<file path="src/rtl/fixed_pkg.sv">
// Shared fixed-point constants and FSM state type for the Q8.8 arithmetic blocks.
package fixed_pkg;

  // Fractional bits of the Q8.8 format.
  localparam int FRAC = 8;

  // Default word width and the matching number of restoring-division steps.
  localparam int BITS = 16;
  localparam int ITER = BITS + FRAC + 1;

  // Clamp values for a 16-bit signed result.
  localparam logic [BITS-1:0] Q_MAX = 16'h7FFF;
  localparam logic [BITS-1:0] Q_MIN = 16'h8000;

  // Divider sequencing: wait for START, iterate, then finish the result.
  typedef enum logic [1:0] {
    IDLE = 2'd0,
    CALC = 2'd1,
    FIN  = 2'd2
  } state_t;

endpackage

</file>
<file path="src/rtl/fsat.sv">
// Sign restore and saturation of an unsigned magnitude into a signed word.
// Shared by the divider and by the multiplier datapath when it saturates.
module fsat
  import fixed_pkg::*;
#(
  parameter int bits = BITS,
  parameter int mw   = bits + FRAC + 1
) (
  input  logic [mw-1:0]   mag,
  input  logic            neg,
  input  logic            div0,
  output logic [bits-1:0] q,
  output logic            sat
);

  // Largest representable positive magnitude and the most negative one.
  localparam logic [mw-1:0]   POS_LIM = mw'((64'd1 << (bits - 1)) - 64'd1);
  localparam logic [mw-1:0]   NEG_LIM = mw'(64'd1 << (bits - 1));
  localparam logic [bits-1:0] Q_HI    = {1'b0, {(bits-1){1'b1}}};
  localparam logic [bits-1:0] Q_LO    = {1'b1, {(bits-1){1'b0}}};

  // Choose between the clamped extremes and the sign-restored magnitude.
  always_comb begin
    // NOTE: every output gets a default first so no path leaves it unassigned (no latch).
    q   = mag[bits-1:0];
    sat = 1'b0;
    if (div0) begin
      q   = neg ? Q_LO : Q_HI;
      sat = 1'b1;
    end else if (neg) begin
      if (mag > NEG_LIM) begin
        q   = Q_LO;
        sat = 1'b1;
      end else begin
        // Exactly 2^(bits-1) negates to the most negative code without clamping.
        q = bits'(-mag);
      end
    end else if (mag > POS_LIM) begin
      q   = Q_HI;
      sat = 1'b1;
    end
  end

endmodule

</file>
<file path="src/rtl/fdiv.sv">
// Signed Q8.8 divider: Q = trunc_toward_zero((A * 2^8) / B).
// Unsigned restoring division on magnitudes, one quotient bit per clock,
// followed by a finishing cycle for sign restore and saturation.
module fdiv
  import fixed_pkg::*;
#(
  parameter int bits = 16
) (
  input  logic            CLK,
  input  logic            RSTN,
  input  logic            START,
  input  logic [bits-1:0] A,
  input  logic [bits-1:0] B,
  output logic            BUSY,
  output logic            DONE,
  output logic [bits-1:0] Q,
  output logic            SAT,
  output logic            DIV0
);

  // Magnitudes need one extra bit so that -2^(bits-1) stays positive.
  localparam int MW  = bits + 1;
  // Dividend is |A| shifted left by the fractional bits.
  localparam int DW  = MW + FRAC;
  // Remainder holds up to 2*divisor - 1.
  localparam int RW  = bits + 2;
  // One step per dividend bit.
  localparam int NIT = bits + FRAC + 1;
  localparam int CW  = $clog2(NIT + 1);

  state_t          state;
  logic [DW-1:0]   dq;      // dividend shifts out at the top, quotient shifts in at the bottom
  logic [MW-1:0]   dvs;     // divisor magnitude
  logic [RW-1:0]   rem;     // partial remainder
  logic            neg;     // sign of the final result
  logic            zero_b;  // divisor was zero
  logic [CW-1:0]   cnt;     // iteration index inside CALC

  logic [MW-1:0]   a_ext;
  logic [MW-1:0]   b_ext;
  logic [MW-1:0]   a_mag;
  logic [MW-1:0]   b_mag;
  logic [RW-1:0]   trial;
  logic [RW-1:0]   dvs_ext;
  logic [RW-1:0]   diff;
  logic            ge;
  logic [bits-1:0] sat_q;
  logic            sat_flag;

  // Operand magnitudes and the trial subtraction for the current step.
  always_comb begin
    a_ext   = {A[bits-1], A};
    b_ext   = {B[bits-1], B};
    a_mag   = A[bits-1] ? -a_ext : a_ext;
    b_mag   = B[bits-1] ? -b_ext : b_ext;
    trial   = {rem[RW-2:0], dq[DW-1]};
    dvs_ext = {1'b0, dvs};
    ge      = (trial >= dvs_ext);
    diff    = trial - dvs_ext;
  end

  fsat #(
    .bits (bits),
    .mw   (DW)
  ) u_fsat (
    .mag  (dq),
    .neg  (neg),
    .div0 (zero_b),
    .q    (sat_q),
    .sat  (sat_flag)
  );

  // Control FSM, datapath shift registers and registered outputs.
  always_ff @(posedge CLK or negedge RSTN) begin
    if (!RSTN) begin
      state  <= IDLE;
      dq     <= '0;
      dvs    <= '0;
      rem    <= '0;
      neg    <= 1'b0;
      zero_b <= 1'b0;
      cnt    <= '0;
      BUSY   <= 1'b0;
      DONE   <= 1'b0;
      Q      <= '0;
      SAT    <= 1'b0;
      DIV0   <= 1'b0;
    end else begin
      // NOTE: non-blocking assignments so every register samples pre-edge values.
      DONE <= 1'b0;
      case (state)
        IDLE: begin
          if (START) begin
            dq     <= {a_mag, {FRAC{1'b0}}};
            dvs    <= b_mag;
            rem    <= '0;
            neg    <= A[bits-1] ^ B[bits-1];
            zero_b <= (B == '0);
            cnt    <= '0;
            BUSY   <= 1'b1;
            state  <= CALC;
          end
        end
        CALC: begin
          rem <= ge ? diff : trial;
          dq  <= {dq[DW-2:0], ge};
          cnt <= cnt + 1'b1;
          if (cnt == CW'(NIT - 1)) begin
            state <= FIN;
          end
        end
        FIN: begin
          Q     <= sat_q;
          SAT   <= sat_flag;
          DIV0  <= zero_b;
          DONE  <= 1'b1;
          BUSY  <= 1'b0;
          state <= IDLE;
        end
        default: begin
          state <= IDLE;
        end
      endcase
    end
  end

endmodule
</file>
<file path="config.mk">
export PLATFORM = sky130hd
export DESIGN_NAME = fdiv
export DESIGN_NICKNAME = d
export VERILOG_FILES = /design/src/rtl/fixed_pkg.sv /design/src/rtl/fsat.sv /design/src/rtl/fdiv.sv
export SDC_FILE = /design/constraint.sdc
export NUM_CORES = 1
export LEC_CHECK = 0
export ABC_AREA = 1
export CAP_MARGIN = 10
export CORE_UTILIZATION = 64
export CTS_BUF_LIST = sky130_fd_sc_hd__clkbuf_8 sky130_fd_sc_hd__clkbuf_16
export DETAILED_ROUTE_END_ITERATION = 6
export PLACE_DENSITY = 0.87
export SLEW_MARGIN = 20
export SYNTH_ARGS = -nofsm -noshare
export SYNTH_HDL_FRONTEND = slang
export SYNTH_HIERARCHICAL = 1
export SYNTH_SLANG_ARGS = --single-unit
</file>
<file path="constraint.sdc">
create_clock -name CLK -period 2.8 [get_ports CLK]
set_input_delay 0.28 -clock CLK [delete_from_list [all_inputs] [get_ports CLK]]
set_output_delay 0.28 -clock CLK [all_outputs]
set_load 0.03 [all_outputs]
</file>
# [Yosys cells after proc, flatten, opt, wreduce, memory -nomap -nowiden]
# Index checks and enable logic that the tools add are counted.
[word_totals] reg_bits=88 inputBits=35 wordCells=58
[op_classes] addsub=5 order_cmp=3 n_eq_ne=5 mux=24 bitwise_logic=1 reduce_logical=8
[op_table] cell="16-bit two-way mux" count=5
[op_table] cell="17-bit two-way mux" count=4
[op_table] cell="25-bit one-hot mux with 2 select lines" count=1
[op_table] cell="17-bit negator" count=2
[op_table] cell="17-bit one-hot mux with 2 select lines" count=1
[op_table] cell="25-bit by 15-bit > comparator with 1-bit output, second input constant" count=1
[op_table] cell="25-bit by 16-bit > comparator with 1-bit output, second input constant" count=1
[op_table] cell="25-bit two-way mux" count=1
[op_table] cell="18-bit by 17-bit greater-or-equal comparator with 1-bit output" count=1
[op_table] cell="17-bit subtractor" count=1
[op_table] cell="16-bit logical NOT" count=1
[op_table] cell="16-bit negator" count=1
[op_table] cell="5-bit one-hot mux with 2 select lines" count=1
[op_table] cell="2-bit AND reduction" count=4
[op_table] cell="1-bit two-way mux" count=6
[op_table] cell="5-bit by 1-bit adder with 5-bit output, second input constant" count=1
[op_table] cell="5-bit == test, second input constant" count=1
[op_table] cell="5-bit two-way mux" count=1
[op_table] cell="2-bit two-way mux" count=2
[op_table] cell="2-bit inequality test, second input constant" count=2
[op_table] cell="2-bit one-hot mux with 2 select lines" count=1
[op_table] cell="2-bit nonzero test" count=2
[op_table] cell="2-bit by 1-bit == test with 1-bit output, second input constant" count=1
[op_table] cell="2-bit == test, second input constant" count=1
[op_table] cell="other kinds (3)" count=3

# [Longest topological paths before layout]
# Gate-level depths: netlist (run 1).
[depth] ltp_word=4 ltp_mapped=14 depth_no_buf=14

# [By module]
# Netlist (run 1), hierarchy kept.
[modules_own_cells] module="fdiv" instances=1 cells_each=757 area_each_um2=5529.1 seq_area_each_um2=2202.1
[modules_own_cells] module="fsat" instances=1 cells_each=155 area_each_um2=817.0 seq_area_each_um2=0.0

# [Worst setup path after synthesis (run 1)]
# No wires, ideal clock.
[synth_timing] path_kind="flip-flop to flip-flop" start="reg dq[24]" end="reg rem[14]" arrival_ns=1.750 path_slack_ns=0.933 stages_incl_launch_ff=13 cell_sequence="dfrtp_1 > inv_1 > ha_1 > fa_1 > inv_1 > nand3_1 > nand3_2 > nand2_4 > nand2_4 > buf_8 > nand3_2 > nand2_1 > nand2_1"
[synth_via] elab_chain_len=3
[synth_rtl] element="start: declaration" line_no="fdiv.sv:32" rtl="logic [DW-1:0] dq;"
[synth_rtl] element="start signal: assignment" line_no="fdiv.sv:94" rtl="dq <= {a_mag, {FRAC{1'b0}}};"
[synth_rtl] element="start signal: assignment" line_no="fdiv.sv:106" rtl="dq <= {dq[DW-2:0], ge};"
[synth_rtl] element="17-bit subtractor or 18-bit by 17-bit greater-or-equal comparator with 1-bit output (tied branches)" line_no="fdiv.sv:59, fdiv.sv:58"
[synth_rtl] element="17-bit two-way mux (*)" line_no="fdiv.sv:105" rtl="rem <= ge ? diff : trial;"
[synth_rtl] element="17-bit one-hot mux with 2 select lines (*)" line_no="fdiv.sv:91" rtl="case (state)"
[synth_rtl] element="end signal: assignment" line_no="fdiv.sv:105"
[synth_rtl] element="end: declaration" line_no="fdiv.sv:34" rtl="logic [RW-1:0] rem;"
# Mark *: on every way between the ends. The rest lies on a longest branch, timed or not.
# A chain may end at the register's enable or synchronous reset.

# [Final worst setup path (run 1)]
[layout_timing] start="reg dq[24]" end="reg rem[4]"
# Same word-level chain as after synthesis.

==> metrics.md, run 1 <==
| Metric | Value |
|---|---|
| Worst Reg2Reg Path Length in Cells | `11` |
| Synthesized instance count | `a little over 900` |
| Worst-margin pin slew | `around 0.53 ns` |
| Cell Chain, Critical Path | `inv_1, ha_1, fa_1, inv_1, nand3_1, nand3_2, nand2_4, nand2_4, nand2_1, nand3_1, o21ai_0` |
| Peak supply drop | `0.521 mV` |
| Total Routing Usage GR | `31.3%` |
| Seq/Total Area, Yosys | `34.7%` |
| CP Launch Point | `dq[24]` |
| Clock sink total | `88` |
| Initial antenna violation count | `0` |
| Final nets | `a little over 1000` |
| Critical Path Source Type | `flip-flop` |
| Clock slew at reported path FFs | `0.09 ns` |
| CTS root buf | `clkbuf_8` |
| Max Slew Vio Count | `0` |
| Period Utilization, post-route | `84.2%` |
| M3 GR Usage | `roughly 4.6%` |
| Post-place instance area | `6960 um^2` |
| Worst skew pair latency | `approximately 0.36 ns` |
| CTS HTree Levels | `3` |
| Pin count of the biggest net entering global routing | `43` |
| Pleak | `3.69 nW` |
| Die height | `102 um` |
| # diodes | `0` |
| FILL cells | `719` |
| CP Capture Type | `flip-flop` |
| Clock period minus worst slack | `approximately 2.4 ns` |
| Top FF cell, synth | `dfrtp_1` |
| Routability cong. | `roughly 1` |
| Synthesized area per cell | `6.96 um^2` |
| GR peak layer | `met2` |
| Worst path max stage delay | `0.46 ns` |
| First-pass GRT wire length | `25200 um` |
| Ys Warns | `6` |
| Power per cell area | `1170 nW/um^2` |
| EDFF count, synth | `0` |
| WL per Instance | `roughly 14 um` |
| RSZ-0062 raised after global routing | `no` |
| CP arrival | `between 2 and 3 ns` |
| Crit Path Max Fanout | `18` |
| Initial DRC Count | `between 500 and 600` |
| DR pass1 iterations | `5` |
| Input/output buffers | `54` |
| Max-cap viol count | `0` |
| Fin. Hold Viols | `0` |
| Worst Clk Skew | `just under 0.01 ns` |
| CP bufs+invs | `2` |
| Syn_nets | `slightly below 1000` |
| Row cnt | `35` |
| Reg-to-reg critical path startpoint | `dq[24]` |
| #FFs+latches synth | `88` |
| Total Power | `8.39 mW` |
| GR Layer Usage met2 | `around 50%` |
| Kind of critical path | `reg2reg` |
| Post-route DRC | `0` |
| Post-synth top area cell | `dfrtp_1` |
| Yosys top cell area share | `about a third` |
| Die area | `10300 um^2` |
| Fraction of registers with async set/reset | `100%` |
| Met1 GRT Util | `a little over two fifths` |
| Multi-input logic area | `approximately 3400 um^2` |
| Setup TNS | `0 ns` |
| Fmax | `around 420 MHz` |
| CTS max path bufs | `2` |
| Final setup violation count | `0` |
| Req. time, crit path | `3.02 ns` |
| Post CTS Setup Buffer Count | `0` |
| Layout cells sized above 1 | `between 7 and 8%` |
| Register area | `2200 um^2` |
| R2R setup slack | `roughly 0.44 ns` |
| Vias in the first global route | `about 5400` |
| Vias | `5990` |
| Synth unique cells | `46` |
| Post-Route WL | `between 10000 and 15000 um` |
| CTS tree | `yes` |
| Cts bufs inserted | `9` |
| Syn-to-layout area delta | `13.0%` |
| Total gr overflow | `0` |
| Slew margin rel. | `between 60% and 70%` |
| Slowest CP cell | `fa_1` |
| Core Region | `~9400 um^2` |
| Family with the most delay on the worst path | `simple AND/OR/NAND/NOR gates` |
| Final core occ | `around 76%` |
| FF-to-FF End | `rem[4]` |
| Hold_ws | `about 0.43 ns` |
| Ranking of synthesized cells by area | `dfrtp_1 (35%), nand2_1 (18%), inv_1 (7.8%), nand3_1 (5.6%), ha_1 (4.5%)` |
| IO Pins | `55` |
| Routed Antenna Nets | `0` |
| Status | `completed` |
| Post-route cell area | `~7000 um^2` |
| Hpwl dp | `~11000 um` |
| Hold Path Class | `in2async` |
| Via density | `around 5.5` |
| Chip Width | `slightly above 100 um` |
| Synthesized area | `approximately 6300 um^2` |
| Starting Density | `around two thirds` |
==> worst max path at each step <==
| stage | endpoint | slack, ns | cells after the start |
|---|---|---|---|
| after floorplan | rem[14] | 0.93 | 12 |
| after global placement | rem[0] | 0.61 | 11 |
| after detailed placement | rem[16] | 0.57 | 11 |
| after CTS | rem[4] | 0.48 | 11 |
| after global routing | rem[4] | 0.29 | 13 |
| final | rem[4] | 0.44 | 11 |
==> cell families (layout without fill, tap and decap cells) <==
group	count (synthesis)	count (layout)	synth area share, %
multiplexers	2	2	0.315
adder cells (fa/ha/maj)	24	24	4.85
AND/OR/NAND/NOR	481	481	34.1
AO/OA/AOI/OAI	115	115	10.3
flip-flops	88	88	34.7
buffers and inverters	168	223	11.0
XOR/XNOR	34	34	4.69
==> through the flow <==
step | instances | worst slack, ns
global route | 1096 | 0.290
floorplan | 912 | 0.933
CTS | 1096 | 0.483
global placement | 1079 | 0.608
finish | 1096 | 0.442
detailed placement | 1079 | 0.568
==> cells in the mapped netlist, types with 2 or more instances <==
master and n:
mux2i_1 2, xnor2_1 9, nor3_1 8, inv_1 132
nor3_2 3, nand4_1 14, o211ai_1 2, dfrtp_1 88
nand2_1 297, o221ai_1 2, o21ai_1 22, o21ai_0 45
buf_4 3, clkbuf_1 10, o31ai_1 2, nand3_1 71
o22ai_1 8, buf_6 3, ha_1 23, nand2_4 3
a22oi_1 14, a31oi_1 2, buf_2 7, o32ai_1 2
inv_2 9, nand3_2 7, nor2_1 44, nand3b_1 6
or2_2 3, nor2_2 6, nand2_2 8, a21oi_1 14
nor2_4 6, xor2_1 25
==> final cells by class <==
class | count | area share (%)
clock buffer | 10 | 1.92
clock inverter | 6 | 0.942
inverter | 143 | 7.56
multi-input combinational | 656 | 48.0
sequential | 88 | 30.7
tap | 129 | 2.25
timing repair buffer | 64 | 8.58
==> routing by layer <==
layer | vias to the layer above | wire [um]
li1 | 3005 | -
met1 | 2739 | 6870
met2 | 220 | 6810
met3 | 26 | 958
met4 | 0 | 229
met5 | - | 0
==> placed cells by master, fill, tap and decap left out, types with 14 or more instances in the layout <==
cell type and instances:
xor2_1 25, ha_1 23, o21ai_0 45, o21ai_1 22, a21oi_1 14, nand2_1 297, dfrtp_1 88, nand4_1 14
clkdlybuf4s50_1 53, a22oi_1 14, nand3_1 71, nor2_1 44, inv_1 133
==> state kept, by name (all words and copies together) (netlist names), 2 cells and up <==
register  flops
dq           25
Q            16
state         2
rem          17
cnt           5
dvs          17
==> what timing repair did <==
action,4_1_cts,5_1_grt
hold buffers,1,0
endpoints found under the hold margin,40,0
resized for setup,0,0
==> power by group <==
part | switching [mW] | internal (mW) | total [mW] | leakage (nW)
Combinational | 3.29 | 1.90 | 5.19 | 2.56
Sequential | 0.471 | 1.82 | 2.29 | 1.02
Clock | 0.465 | 0.442 | 0.907 | 0.105
Total | 4.23 | 4.16 | 8.39 | 3.69
No activity file was read; power rests on OpenSTA's default activity.
==> run 2: changes to the inputs <==
Settings changed: CORE_UTILIZATION 64 to 59, PLACE_DENSITY 0.87 to 0.81.
Clock period 2.8 ns to 2.26 ns, I/O delays scaled along.
==> metrics.md, run 2 (synthesis gave the netlist of run 1 again) <==
| Metric | Value |
|---|---|
| Status | `completed` |
| WL per Instance | `13.5 um` |
| CTS root buf | `clkbuf_8` |
| Worst path max stage delay | `0.42 ns` |
| Fin. Hold Viols | `0` |
| Clock slew at reported path FFs | `about 0.10 ns` |
| Cell Chain, Critical Path | `ha_1, nand2_1, inv_1, nand2_1, nand2_1, nand2_1, nand3_2, nand2_4, buf_4, nand3_1, nand2_1, inv_1, nand2_1, nand2_1` |
| Die height | `roughly 110 um` |
| Routability cong. | `0.925` |
| Initial antenna violation count | `0` |
| RSZ-0062 raised after global routing | `no` |
| CP arrival | `between 2 and 2.5 ns` |
| Vias | `between 5000 and 6000` |
| Post-route cell area | `7280 um^2` |
| Sequential share of power | `between 20 and 30%` |
| Input/output buffers | `54` |
| Worst skew pair latency | `about 0.37 ns` |
| CTS tree | `yes` |
| NetSw | `5.29 mW` |
| Syn-to-layout area delta | `14.7%` |
| Post-Route WL | `15000 um` |
| Setup TNS | `0 ns` |
| Biggest register | `dq` |
| Post-route DRC | `0` |
| Hold Path Class | `in2async` |
| Worst-margin pin slew | `around 0.59 ns` |
| FF-to-FF End | `rem[13]` |
| Clock period minus worst slack | `between 2 and 2.5 ns` |
| Final nets | `roughly 1000` |
| Switching Share | `approximately half` |
| CTS max path bufs | `2` |
| DR pass1 iterations | `5` |
| Pin count of the biggest net entering global routing | `38` |
| Row cnt | `37` |
| Crit Path Max Fanout | `11` |
| Chip Width | `106 um` |
| Setup slack after layout | `~0.18 ns` |
| Die area | `around 11000 um^2` |
| Multi-input logic area | `3450 um^2` |
| Peak supply drop | `0.612 mV` |
| CP bufs+invs | `3` |
| Most Frequent Cell on Critical Path | `nand2_1` |
| Pleak | `3.74 nW` |
| Total gr overflow | `0` |
| Clock sink total | `a little under 90` |
| Clock power frac | `11.0%` |
| Max-cap viol count | `0` |
| First-pass GRT wire length | `25700 um` |
| Starting Density | `between 60 and 70%` |
| Critical Path Source Type | `flip-flop` |
| Largest register FFs | `25` |
| IO Pins | `55` |
| Layout cells sized above 1 | `a little under 9%` |
| Final setup violation count | `0` |
| # diodes | `0` |
| Register area | `about 2200 um^2` |
| CP Capture Type | `flip-flop` |
| Place WS | `roughly 0.15 ns` |
| Slowest CP cell | `dfrtp_1` |
| Worst Reg2Reg Path Length in Cells | `14` |
| Most frequent cells in the layout | `nand2_1 (297), inv_1 (132), dfrtp_1 (88)` |
| Core Region | `around 10000 um^2` |
| Max Slew Vio Count | `0` |
| Largest regs | `dq: 25 flops, dvs: 17 flops, rem: 17 flops` |
| Hpwl dp | `~11000 um` |
| Period Utilization, post-route | `slightly above 90%` |
| Kind of critical path | `reg2reg` |
| Family with the most delay on the worst path | `simple AND/OR/NAND/NOR gates` |
| Cts bufs inserted | `9` |
| R2R setup slack | `0.18 ns` |
| Initial DRC Count | `442` |
| Post-place instance area | `between 7000 and 8000 um^2` |
| Req. time, crit path | `between 2 and 3 ns` |
| FILL cells | `920` |
| Fmax | `a little under 500 MHz` |
| Reg-to-reg critical path startpoint | `rem[4]` |
| Commonest non-fill, non-tap cell in the layout | `nand2_1` |
| Worst Clk Skew | `just under 0.007 ns` |
| CTS HTree Levels | `3` |
| Vias in the first global route | `~5400` |
| Via density | `5.35` |
| Slew margin rel. | `around three fifths` |
| Comb power frac | `roughly 62%` |
| Routed Antenna Nets | `0` |
| Power per cell area | `roughly 1500 nW/um^2` |
| Total Routing Usage GR | `just under 30%` |
| P_int | `~5.3 mW` |
run 2: area by class of cell:
| type | instances | share of cell area (%) |
|---|---|---|
| Clock buffer | 9 | 1.70 |
| Clock inverter | 7 | 1.10 |
| Inverter | 143 | 7.44 |
| Multi-Input combinational cell | 656 | 47.4 |
| Sequential cell | 88 | 30.3 |
| Tap cell | 136 | 2.34 |
| Timing Repair Buffer | 73 | 9.73 |
run 2: worst max path at each step:
stage               cells after the start    start      end
global route                           13  dvs[13]   rem[2]
detailed placement                     11   dq[24]   rem[2]
floorplan                              12   dq[24]  rem[14]
global placement                       11   dq[24]   rem[0]
finish                                 14   rem[4]  rem[13]
CTS                                    11   dq[24]   rem[2]
run 2: routing by layer:
metal	GRT usage [%]	part of all wire, %
met5	0	0
met1	43.2	48
met4	8.83	1.1
met2	43.5	45
met3	3.90	5.8
run 2: power groups by stage:
stage / Sequential [mW] / Clock [mW] / Combinational (mW)
after floorplan: 2.80 / 0 / 4.92
after global placement: 2.82 / 0 / 6.26
after detailed placement: 2.85 / 0 / 6.38
after CTS: 2.83 / 1.18 / 6.42
after global routing: 2.93 / 1.23 / 7.44
final: 2.84 / 1.16 / 6.57
run 2: worst register-to-register path, cell delays in order (launching register included):
cell	delay [ns]
dfrtp_1	0.42
ha_1	0.36
nand2_1	0.20
inv_1	0.08
nand2_1	0.08
nand2_1	0.05
nand2_1	0.09
nand3_2	0.10
nand2_4	0.17
buf_4	0.19
nand3_1	0.08
nand2_1	0.06
inv_1	0.04
nand2_1	0.05
nand2_1	0.04
run 2: metrics by stage:
stage	power, mW	hold slack, ns	util (%)	instances
2_1_floorplan	7.72	-0.0696	-	912
3_3_place_gp	9.08	0.217	67.9	1094
3_5_place_dp	9.23	0.215	67.9	1094
4_1_cts	10.4	0.356	69.9	1111
5_1_grt	11.6	0.376	70.2	1112
6_report	10.6	0.343	70.2	1112
run 2: what timing repair did:
item	in CTS	in global routing
setup endpoints to repair	0	6
setup buffers	0	1
hold buffers	1	0
resized for setup	0	2
hold endpoints to repair	35	0
